**config.mk**
```make
export PLATFORM = sky130hd
export DESIGN_NAME = osd_frame_reg_updater
export DESIGN_NICKNAME = d
export VERILOG_FILES = /design/src/rtl/osd_frame_reg_updater.sv
export SDC_FILE = /design/constraint.sdc
export NUM_CORES = 1
export LEC_CHECK = 0
export CAP_MARGIN = 30
export CORE_ASPECT_RATIO = 1.25
export CORE_MARGIN = 3
export CORE_UTILIZATION = 50
export DETAILED_ROUTE_END_ITERATION = 16
export GPL_TIMING_DRIVEN = 0
export PLACE_DENSITY = 0.7
export SLEW_MARGIN = 10
export SYNTH_ARGS = -nofsm -noshare
export SYNTH_HDL_FRONTEND = slang
export SYNTH_SLANG_ARGS = --single-unit
```
**constraint.sdc**
```tcl
create_clock -name clk -period 7.42 [get_ports clk]
set_clock_uncertainty 0.2 [all_clocks]
set_input_delay 1.855 -clock clk [delete_from_list [all_inputs] [get_ports clk]]
set_output_delay 1.855 -clock clk [all_outputs]
set_load 0.05 [all_outputs]
```
**src/rtl/osd_frame_reg_updater.sv**
```systemverilog
// Avalon-MM write master for the OSD register bank: queues register updates and
// writes each committed batch at the next frame start so the OSD changes atomically.
//
// state   | meaning
// --------+---------------------------------------------------------------
// S_IDLE  | waiting for a frame start with a non-empty committed batch
// S_FLUSH | writing the committed batch from the FIFO head to the bank
module osd_frame_reg_updater #(
  parameter int ADDR_WIDTH = 3,
  parameter int FIFO_AW    = 3
) (
  input  logic                  clk,
  input  logic                  rst_n,
  input  logic                  cmd_valid,
  output logic                  cmd_ready,
  input  logic [ADDR_WIDTH-1:0] cmd_addr,
  input  logic [31:0]           cmd_data,
  input  logic                  cmd_commit,
  input  logic                  vsync,
  output logic [ADDR_WIDTH-1:0] av_address,
  output logic                  av_write,
  output logic [31:0]           av_writedata,
  input  logic                  av_waitrequest,
  output logic [FIFO_AW:0]      fifo_level,
  output logic                  busy,
  output logic                  done,
  output logic                  late
);

  localparam int                 DEPTH   = 1 << FIFO_AW;
  localparam int                 EW      = ADDR_WIDTH + 32;
  localparam logic [FIFO_AW:0]   DEPTH_C = (FIFO_AW+1)'(DEPTH);
  localparam logic [FIFO_AW:0]   ONE_C   = (FIFO_AW+1)'(1);

  typedef enum logic {S_IDLE, S_FLUSH} state_t;

  state_t                r_state;
  logic [EW-1:0]         r_mem [DEPTH];
  logic [FIFO_AW-1:0]    r_wr_ptr;
  logic [FIFO_AW-1:0]    r_rd_ptr;
  logic [FIFO_AW:0]      r_count;
  logic [FIFO_AW:0]      r_batch_cnt;
  logic                  r_commit_pend;
  logic                  r_vsync_d;
  logic                  r_av_write;
  logic                  r_done;
  logic                  r_late;

  logic                  w_push;
  logic                  w_pop;
  logic                  w_last;
  logic                  w_vs_rise;
  logic [FIFO_AW:0]      w_count_next;
  logic [EW-1:0]         w_head;

  assign cmd_ready = (r_count != DEPTH_C);
  assign w_push    = cmd_valid & cmd_ready;
  assign w_pop     = (r_state == S_FLUSH) & ~av_waitrequest;
  assign w_last    = w_pop & (r_batch_cnt == ONE_C);
  assign w_vs_rise = vsync & ~r_vsync_d;
  assign w_head    = r_mem[r_rd_ptr];

  always_comb begin
    w_count_next = r_count;
    if (w_push && !w_pop) begin
      w_count_next = r_count + ONE_C;
    end else if (!w_push && w_pop) begin
      w_count_next = r_count - ONE_C;
    end
  end

  // Storage is not reset; the pointers and count alone define which entries are valid.
  always_ff @(posedge clk) begin
    if (w_push) begin
      r_mem[r_wr_ptr] <= {cmd_addr, cmd_data};
    end
  end

  always_ff @(posedge clk) begin
    if (!rst_n) begin
      r_state       <= S_IDLE;
      r_wr_ptr      <= '0;
      r_rd_ptr      <= '0;
      r_count       <= '0;
      r_batch_cnt   <= '0;
      r_commit_pend <= 1'b0;
      r_vsync_d     <= 1'b0;
      r_av_write    <= 1'b0;
      r_done        <= 1'b0;
      r_late        <= 1'b0;
    end else begin
      r_vsync_d <= vsync;
      r_count   <= w_count_next;
      r_done    <= 1'b0;
      if (w_push) begin
        r_wr_ptr <= r_wr_ptr + 1'b1;
      end
      if (w_pop) begin
        r_rd_ptr <= r_rd_ptr + 1'b1;
      end

      case (r_state)
        S_IDLE: begin
          if (cmd_commit) begin
            r_batch_cnt <= w_count_next;
          end
          if (w_vs_rise && (r_batch_cnt != '0)) begin
            r_state    <= S_FLUSH;
            r_av_write <= 1'b1;
          end
        end
        S_FLUSH: begin
          if (w_vs_rise) begin
            r_late <= 1'b1;
          end
          if (w_last) begin
            // A commit seen during the flush (or on this cycle) re-arms everything still queued.
            r_state       <= S_IDLE;
            r_av_write    <= 1'b0;
            r_done        <= 1'b1;
            r_commit_pend <= 1'b0;
            r_batch_cnt   <= (r_commit_pend || cmd_commit) ? w_count_next : '0;
          end else begin
            if (w_pop) begin
              r_batch_cnt <= r_batch_cnt - ONE_C;
            end
            if (cmd_commit) begin
              r_commit_pend <= 1'b1;
            end
          end
        end
        default: begin
          r_state    <= S_IDLE;
          r_av_write <= 1'b0;
        end
      endcase
    end
  end

  assign av_write     = r_av_write;
  assign av_address   = r_av_write ? w_head[EW-1:32] : '0;
  assign av_writedata = r_av_write ? w_head[31:0]    : '0;
  assign fifo_level   = r_count;
  assign busy         = (r_state == S_FLUSH);
  assign done         = r_done;
  assign late         = r_late;

endmodule

```
## Yosys cells after proc, flatten, opt, wreduce, memory -nomap -nowiden

Memory sizes are Yosys's and may differ from the RTL's. A register that Yosys moved wholly into a read port is not among the register bits.
Cells that the tools add are included.

- Add/subtract/negate cells: 5
- Equal/unequal tests: 6
- Multiplexer cells: 22
- Bitwise operators: 7
- Reductions and logical operators: 13

Operators with widths:

| cell | count |
|---|---|
| $mux 32 | 1 |
| $mux 4 | 6 |
| $reduce_and 2->1 | 5 |
| $mux 1 | 9 |
| $mux 3 | 3 |
| $pmux 4 s2 | 1 |
| $sub 4x1->4 const B | 2 |
| $add 3x1->3 const B | 2 |
| $add 4x1->4 const B | 1 |
| $and 1x1->1 | 4 |
| $eq 4x1->1 const B | 1 |
| $ne 2x2->1 const B | 2 |
| $ne 4x4->1 const B | 1 |
| $pmux 1 s2 | 2 |
| $reduce_bool 4->1 | 1 |
| $logic_and 1x1->1 | 3 |
| $ne 3x1->1 const B | 1 |
| $not 1->1 | 3 |
| $logic_not 1->1 | 2 |
| $ne 2x1->1 const B | 1 |
| $reduce_bool 2->1 | 1 |
| $logic_or 1x1->1 | 1 |

- Register bits after elaboration: 20
- Bits in writable memories: 280
- Bits of input ports: 41
- Logic and storage cells: 64
- Memories kept: 1

Memory list:

| memory | words | width | read ports | clocked after memory_dff | write ports | line | text |
|---|---|---|---|---|---|---|---|
| r_mem | 8 | 35 | 1 | 1 | 1 | 38 | `logic [EW-1:0] r_mem [DEPTH];` |

## Logic depth before layout (Yosys ltp)

Gate-level depths: netlist (run 1).

- Word-level depth: 9
- Mapped depth: 8

## Least setup slack after synthesis (run 1)

No wires, ideal clock.

- Path kind: input port to flip-flop
- Start point: input port cmd_valid
- End point: memory r_mem[0][0] (netlist bit) (enable)
- Data arrival time: 5.438 ns
- Required time: 6.705 ns
- Path slack: 1.267 ns
- Stages: 3
- Cells stage by stage: nand2_1 buf_4 nor4_1

- Longest elaborated chain between the ends: 3

Ends and longest elaborated chain:

| what | line | text |
|---|---|---|
| start: declaration | 14 | `input logic cmd_valid,` |
| $and 1x1->1 | 57 | `assign w_push = cmd_valid & cmd_ready;` |
| $mux 1 | 74 | `if (w_push) begin` |
| $mux 1 (implied by the code) | 75 | `r_mem[r_wr_ptr] <= {cmd_addr, cmd_data};` |
| end: declaration | 38 |  |

Every way passes these cells.

==> results of run 1 <==
-- kinds of logic after synthesis --
family                   Yosys count
AO/OA/AOI/OAI                     22
buffers and inverters             32
multiplexers                     105
flip-flops                       303
XOR/XNOR                           8
adder cells (fa/ha/maj)            7
AND/OR/NAND/NOR                   94
-- cell usage after synthesis, drive strengths merged (5+ instances only) --
cell,count
nor3,7
nor2b,36
nand3,6
nor2,13
mux4,70
ha,6
dfxtp,23
a21oi,8
buf,21
edfxtp,280
inv,5
nand2b,6
mux2i,35
clkbuf,5
nand2,12
-- state kept, by name (all words and copies together), names as in the netlist, named ones only --
name,count
r_rd_ptr,3
r_mem,280
busy,1
r_wr_ptr,3
fifo_level,4
r_commit_pend,1
r_batch_cnt,4
av_write,1
done,1
late,1
r_vsync_d,1
-- layer usage --
metal  wire [µm]  share of wire [%]  GRT usage (%)  vias up
met2       12500                 52           33.2      202
met1        9390                 39           24.7     3003
met3        1480                6.2           3.26       40
met4         507                2.1           5.53        0
li1            -                  -              -     2608
met5           0                  0              0        -
-- per-stage QoR --
stage	TNS, ns	power (mW)	hold slack, ns
2_1_floorplan	0	2.48	0.254
3_3_place_gp	-227.79	2.69	0.273
3_5_place_dp	0	2.72	0.290
4_1_cts	0	4.22	0.297
5_1_grt	0	4.34	0.320
6_report	0	4.19	0.300
-- worst max path at each step --
| stage | startpoint | to | slack (ns) | cells past startpoint |
|---|---|---|---|---|
| 3_5_place_dp | cmd_valid | r_mem[1][7]$_DFFE_PP_ | 2.76 | 7 |
| 6_report | register | av_writedata[28] | 2.33 | 5 |
| 5_1_grt | register | av_writedata[21] | 2.18 | 5 |
| 2_1_floorplan | cmd_valid | r_mem[0][0]$_DFFE_PP_ | 1.27 | 3 |
| 4_1_cts | register | av_writedata[28] | 2.29 | 5 |
| 3_3_place_gp | cmd_valid | r_mem[0][7]$_DFFE_PP_ | -2.90 | 4 |
-- cell type report --
class	count	area [µm²]
clock buffers	34	744
flip-flops and latches	303	8870
inverters	6	22.5
fillers	1599	8790
well taps	288	360
multi-input cells	236	2820
plain buffers	26	149
clock inverters	16	230
repair buffers	112	1130
-- power breakdown --
group / internal [mW] / switching [mW]
Combinational: 0.295 / 0.413
Clock: 0.920 / 0.588
Sequential: 1.93 / 0.0428
Total: 3.15 / 1.04
-- critical path: cells and delay by family (launching register included) --
family	cells	cell delay, ns
buffers and inverters	3	1.78
AND/OR/NAND/NOR	1	0.24
flip-flops	1	0.32
multiplexers	1	0.16
==> metrics.txt, run 1 <==
Die Area 0.0255 mm²; largest net degree at the start of global routing 20; total grt overflow 0; DIE HEIGHT 178 µm; Yosys cell types 40; via count 5853; power density over cell area a little under 300 mW/mm²; cts repair resizes 0; Routed Antenna Nets 0; sequential area share after synthesis roughly three quarters; PortBufs 84; Post-Synthesis Cells around 570; Die Wd between 100 and 150 µm; VDD IR max between 0.0002 and 0.00025 V; initial antenna violation count 0; top-area cell type share of the netlist area 71.2%; Hold Path Stages 2; Worst-Margin Slew approximately 0.87 ns; commonest cells after routing, fill and taps aside edfxtp_1, clkdlybuf4s50_1, mux4_2; CTS buffer count 28; core area between 0.02 and 0.025 mm²; first-pass GRT wire length ~37000 µm; Syn Area/Cell roughly 21 µm²; static leakage around 4.5 nW; Synthesized Nets 618; RSZ-0062 raised after global routing false; CTS root buf clkbuf_16; RePlAce Congestion roughly 0.88; Reg-to-Reg End r_mem[1][5]$_DFFE_PP_; Critical Path Sink Type primary output; Synth Cell Area about 0.012 mm²; CP max stage delay approximately 0.85 ns; post-synthesis compound-gate area fraction 1.39%; layout cells sized above 1 a little under a quarter; post-synth top area cell edfxtp_1; Placed Instances a little under 1000; Final #Nets 760; Final Cell Area about 0.014 mm²; Synth Register Bits 303; Ys Warns 0; fin crit share between 60% and 70%; Total GRT Usage a little under a fifth; vias in the first global route between 6000 and 7000; Fmax between 0.15 and 0.2 GHz; ANT cells 0; Clk Latency, worst-skew pair around 0.53 ns; Cell Rows 62; Core Util, Final 62.0%; reg-to-reg slack, setup approximately 4.3 ns; DP Worst Slack about 2.8 ns; top post-synthesis cells by area edfxtp_1, mux4_2, dfxtp_1; worst setup path category register to primary output; Layout Cells excl Fill a little over 1000; Max stage delay cell, worst path clkdlybuf4s50_1; cts hold-fix bufs 0; worst r2r path cells 9; Final Hold Vio Count 0; Main synth FF type edfxtp_1; Hold Path Class register to register; crit-path max FO 10; xor and xnor fraction of the mapped netlist area less than 1%; crit path DAT between 3 and 4 ns; Pre-antenna DRT Iters 5; synth-to-layout area growth 21.3%; CP cell instances clkbuf_1 -> buf_2 -> mux2i_1 -> nor2b_1 -> clkdlybuf4s50_1; Vias per Instance around 5.7; DR iter-0 viols ~500; PnR worst setup slack between 2 and 2.5 ns; Post CTS Setup Buffer Count 0; DRC violations left 0; CTS H-tree lvls 1; Initial Util ~50%; outcome completed; Synth Area in Adders less than 1%; Worst R2R Start fifo_level[1]$_SDFF_PN0_; worst hold path startpoint r_rd_ptr[1]$_SDFFE_PN0P_; most common cell after layout, fill and taps aside edfxtp_1; Setup crit start kind register; Final setup viols 0; clock sink count about 300; max-cap violations 0; CTS max path bufs 3; Simple-Gate Fraction of Synth Area approximately 4.4%; CTS clk-pin slew, worst paths approximately 0.070 ns; WL final 23800 µm; Post-DP HPWL around 16000 µm; num ports 85; Rel. slew slack 41.8%; Cell Area, Placed between 0.01 and 0.015 mm²; wire per inst ~23 µm; Final Critical Period slightly above 5 ns; CTS tree yes; Async S/R FF share, synth 0%; Worst EP required 5.37 ns; largest family of logic cells by synthesized area multiplexers; mux share of post-synthesis cell area between 10% and 20%; Post-synth EDFFs 280; Slew Viols, Final 0
Note: power is estimated with default switching activity, not from simulation.
==> run 2, diff against run 1 <==
Clock period 7.42 ns to 5.1 ns, I/O delays scaled along.
==> run 2 against run 1 <==
Against the previous run:
- highest routed layer unchanged
- wire length rose by 0.82%
- combinational power increased by 47%
- via count up 0.87%
- die area is the same
- core utilization grew 0.076 points
- sequential power is 45% higher
==> metrics.txt, run 2 (same netlist as run 1, synthesis figures left out) <==
outcome completed; clock sink count between 300 and 400; largest net degree at the start of global routing 22; static leakage 4.50 nW; wire per inst between 20 and 25 µm; DRC violations left 0; Hold Path Stages 2; DP Worst Slack 1.12 ns; Clk Latency, worst-skew pair 0.54 ns; Post-DP HPWL 16000 µm; Routed Antenna Nets 0; Worst R2R Start fifo_level[0]$_SDFF_PN0_; Final #Nets roughly 760; power density over cell area 420 mW/mm²; CTS H-tree lvls 1; DIE HEIGHT 178 µm; layout cells sized above 1 between 20% and 30%; Fmax approximately 0.22 GHz; crit path DAT about 3 ns; Cell Rows 62; cts repair resizes 0; Pre-antenna DRT Iters 5; ANT cells 0; Setup crit start kind register; PnR worst setup slack about 0.53 ns; Rel. slew slack between 40% and 50%; Worst-Margin Slew approximately 0.86 ns; Core Util, Final between 60 and 70%; RSZ-0062 raised after global routing false; most common cell after layout, fill and taps aside edfxtp_1; synth-to-layout area growth 21.4%; Slew Viols, Final 0; Worst EP required 3.62 ns; fin crit share between 80% and 90%; Post CTS Setup Buffer Count 0; total grt overflow 0; core area ~0.023 mm²; CTS root buf clkbuf_16; most flop-heavy register r_mem; CTS tree yes; worst hold path startpoint r_rd_ptr[1]$_SDFFE_PN0P_; Vias per Instance between 5 and 6; num ports 85; crit-path max FO 10; max-cap violations 0; CTS clk-pin slew, worst paths ~0.060 ns; worst r2r path cells 9; setup_tns 0 ns; Final Hold Vio Count 0; Largest register FFs 280; VDD IR max 0.000337 V; RePlAce Congestion about 0.83; PortBufs 84; CTS max path bufs 3; Die Area 0.0255 mm²; Initial Util 51.1%; initial antenna violation count 0; Die Wd 143 µm; worst setup path category register to primary output; Total GRT Usage about a fifth; DR iter-0 viols roughly 500; Final setup viols 0; cts hold-fix bufs 0; vias in the first global route 6283; first-pass GRT wire length 36700 µm; WL final ~24000 µm; commonest cells after routing, fill and taps aside edfxtp_1, clkdlybuf4s50_1, mux4_2; via count approximately 5900; Hold Path Class register to register; Final Critical Period 4.57 ns; Critical Path Sink Type primary output; CTS buffer count 29
==> run 2: final cells by class <==
cell class	instances	area [µm²]
buffer	26	149
clock buffer	37	786
clock inverter	17	165
fill	1586	8770
inverter	6	22.5
multi-input combinational	236	2830
sequential	303	8870
tap	288	360
timing repair buffer	110	1160
==> run 2: final timing paths <==
check | end | slack [ns]
worst min register to register | register | 0.30
worst max-delay path | av_writedata[25] | 0.53
worst min-delay path | register | 0.30
worst max register to register | r_mem[0][2]$_DFFE_PP_ | 2.18
==> run 2: worst max-delay path: stages, from the launching register on <==
cell             delay [ns]
dfxtp_1                0.30
clkbuf_1               0.53
buf_2                  0.48
mux2i_1                0.13
nor2b_1                0.26
clkdlybuf4s50_1        0.86
==> run 2: metrics by stage <==
stage	cells	cell area, µm²	hold WS [ns]	total power, mW
after CTS	1023	14300	0.299	6.06
after detailed placement	969	13400	0.290	3.97
final	1023	14300	0.302	6.02
after global routing	1023	14300	0.317	6.23
after floorplan	571	11800	0.254	3.61
after global placement	943	13000	0.273	3.92
==> run 2: layer usage <==
metal | share of wire, % | up-vias | track usage, %
li1 | - | 2599 | -
met1 | 41 | 3075 | 25.6
met2 | 52 | 187 | 32.7
met3 | 5.3 | 43 | 3.23
met4 | 2.1 | 0 | 5.18
met5 | 0 | - | 0
==> run 2: report_power, final <==
part           switching [mW]  total [mW]  internal (mW)
Combinational           0.607        1.04          0.433
Clock                   0.866        2.10           1.24
Sequential             0.0626        2.87           2.81
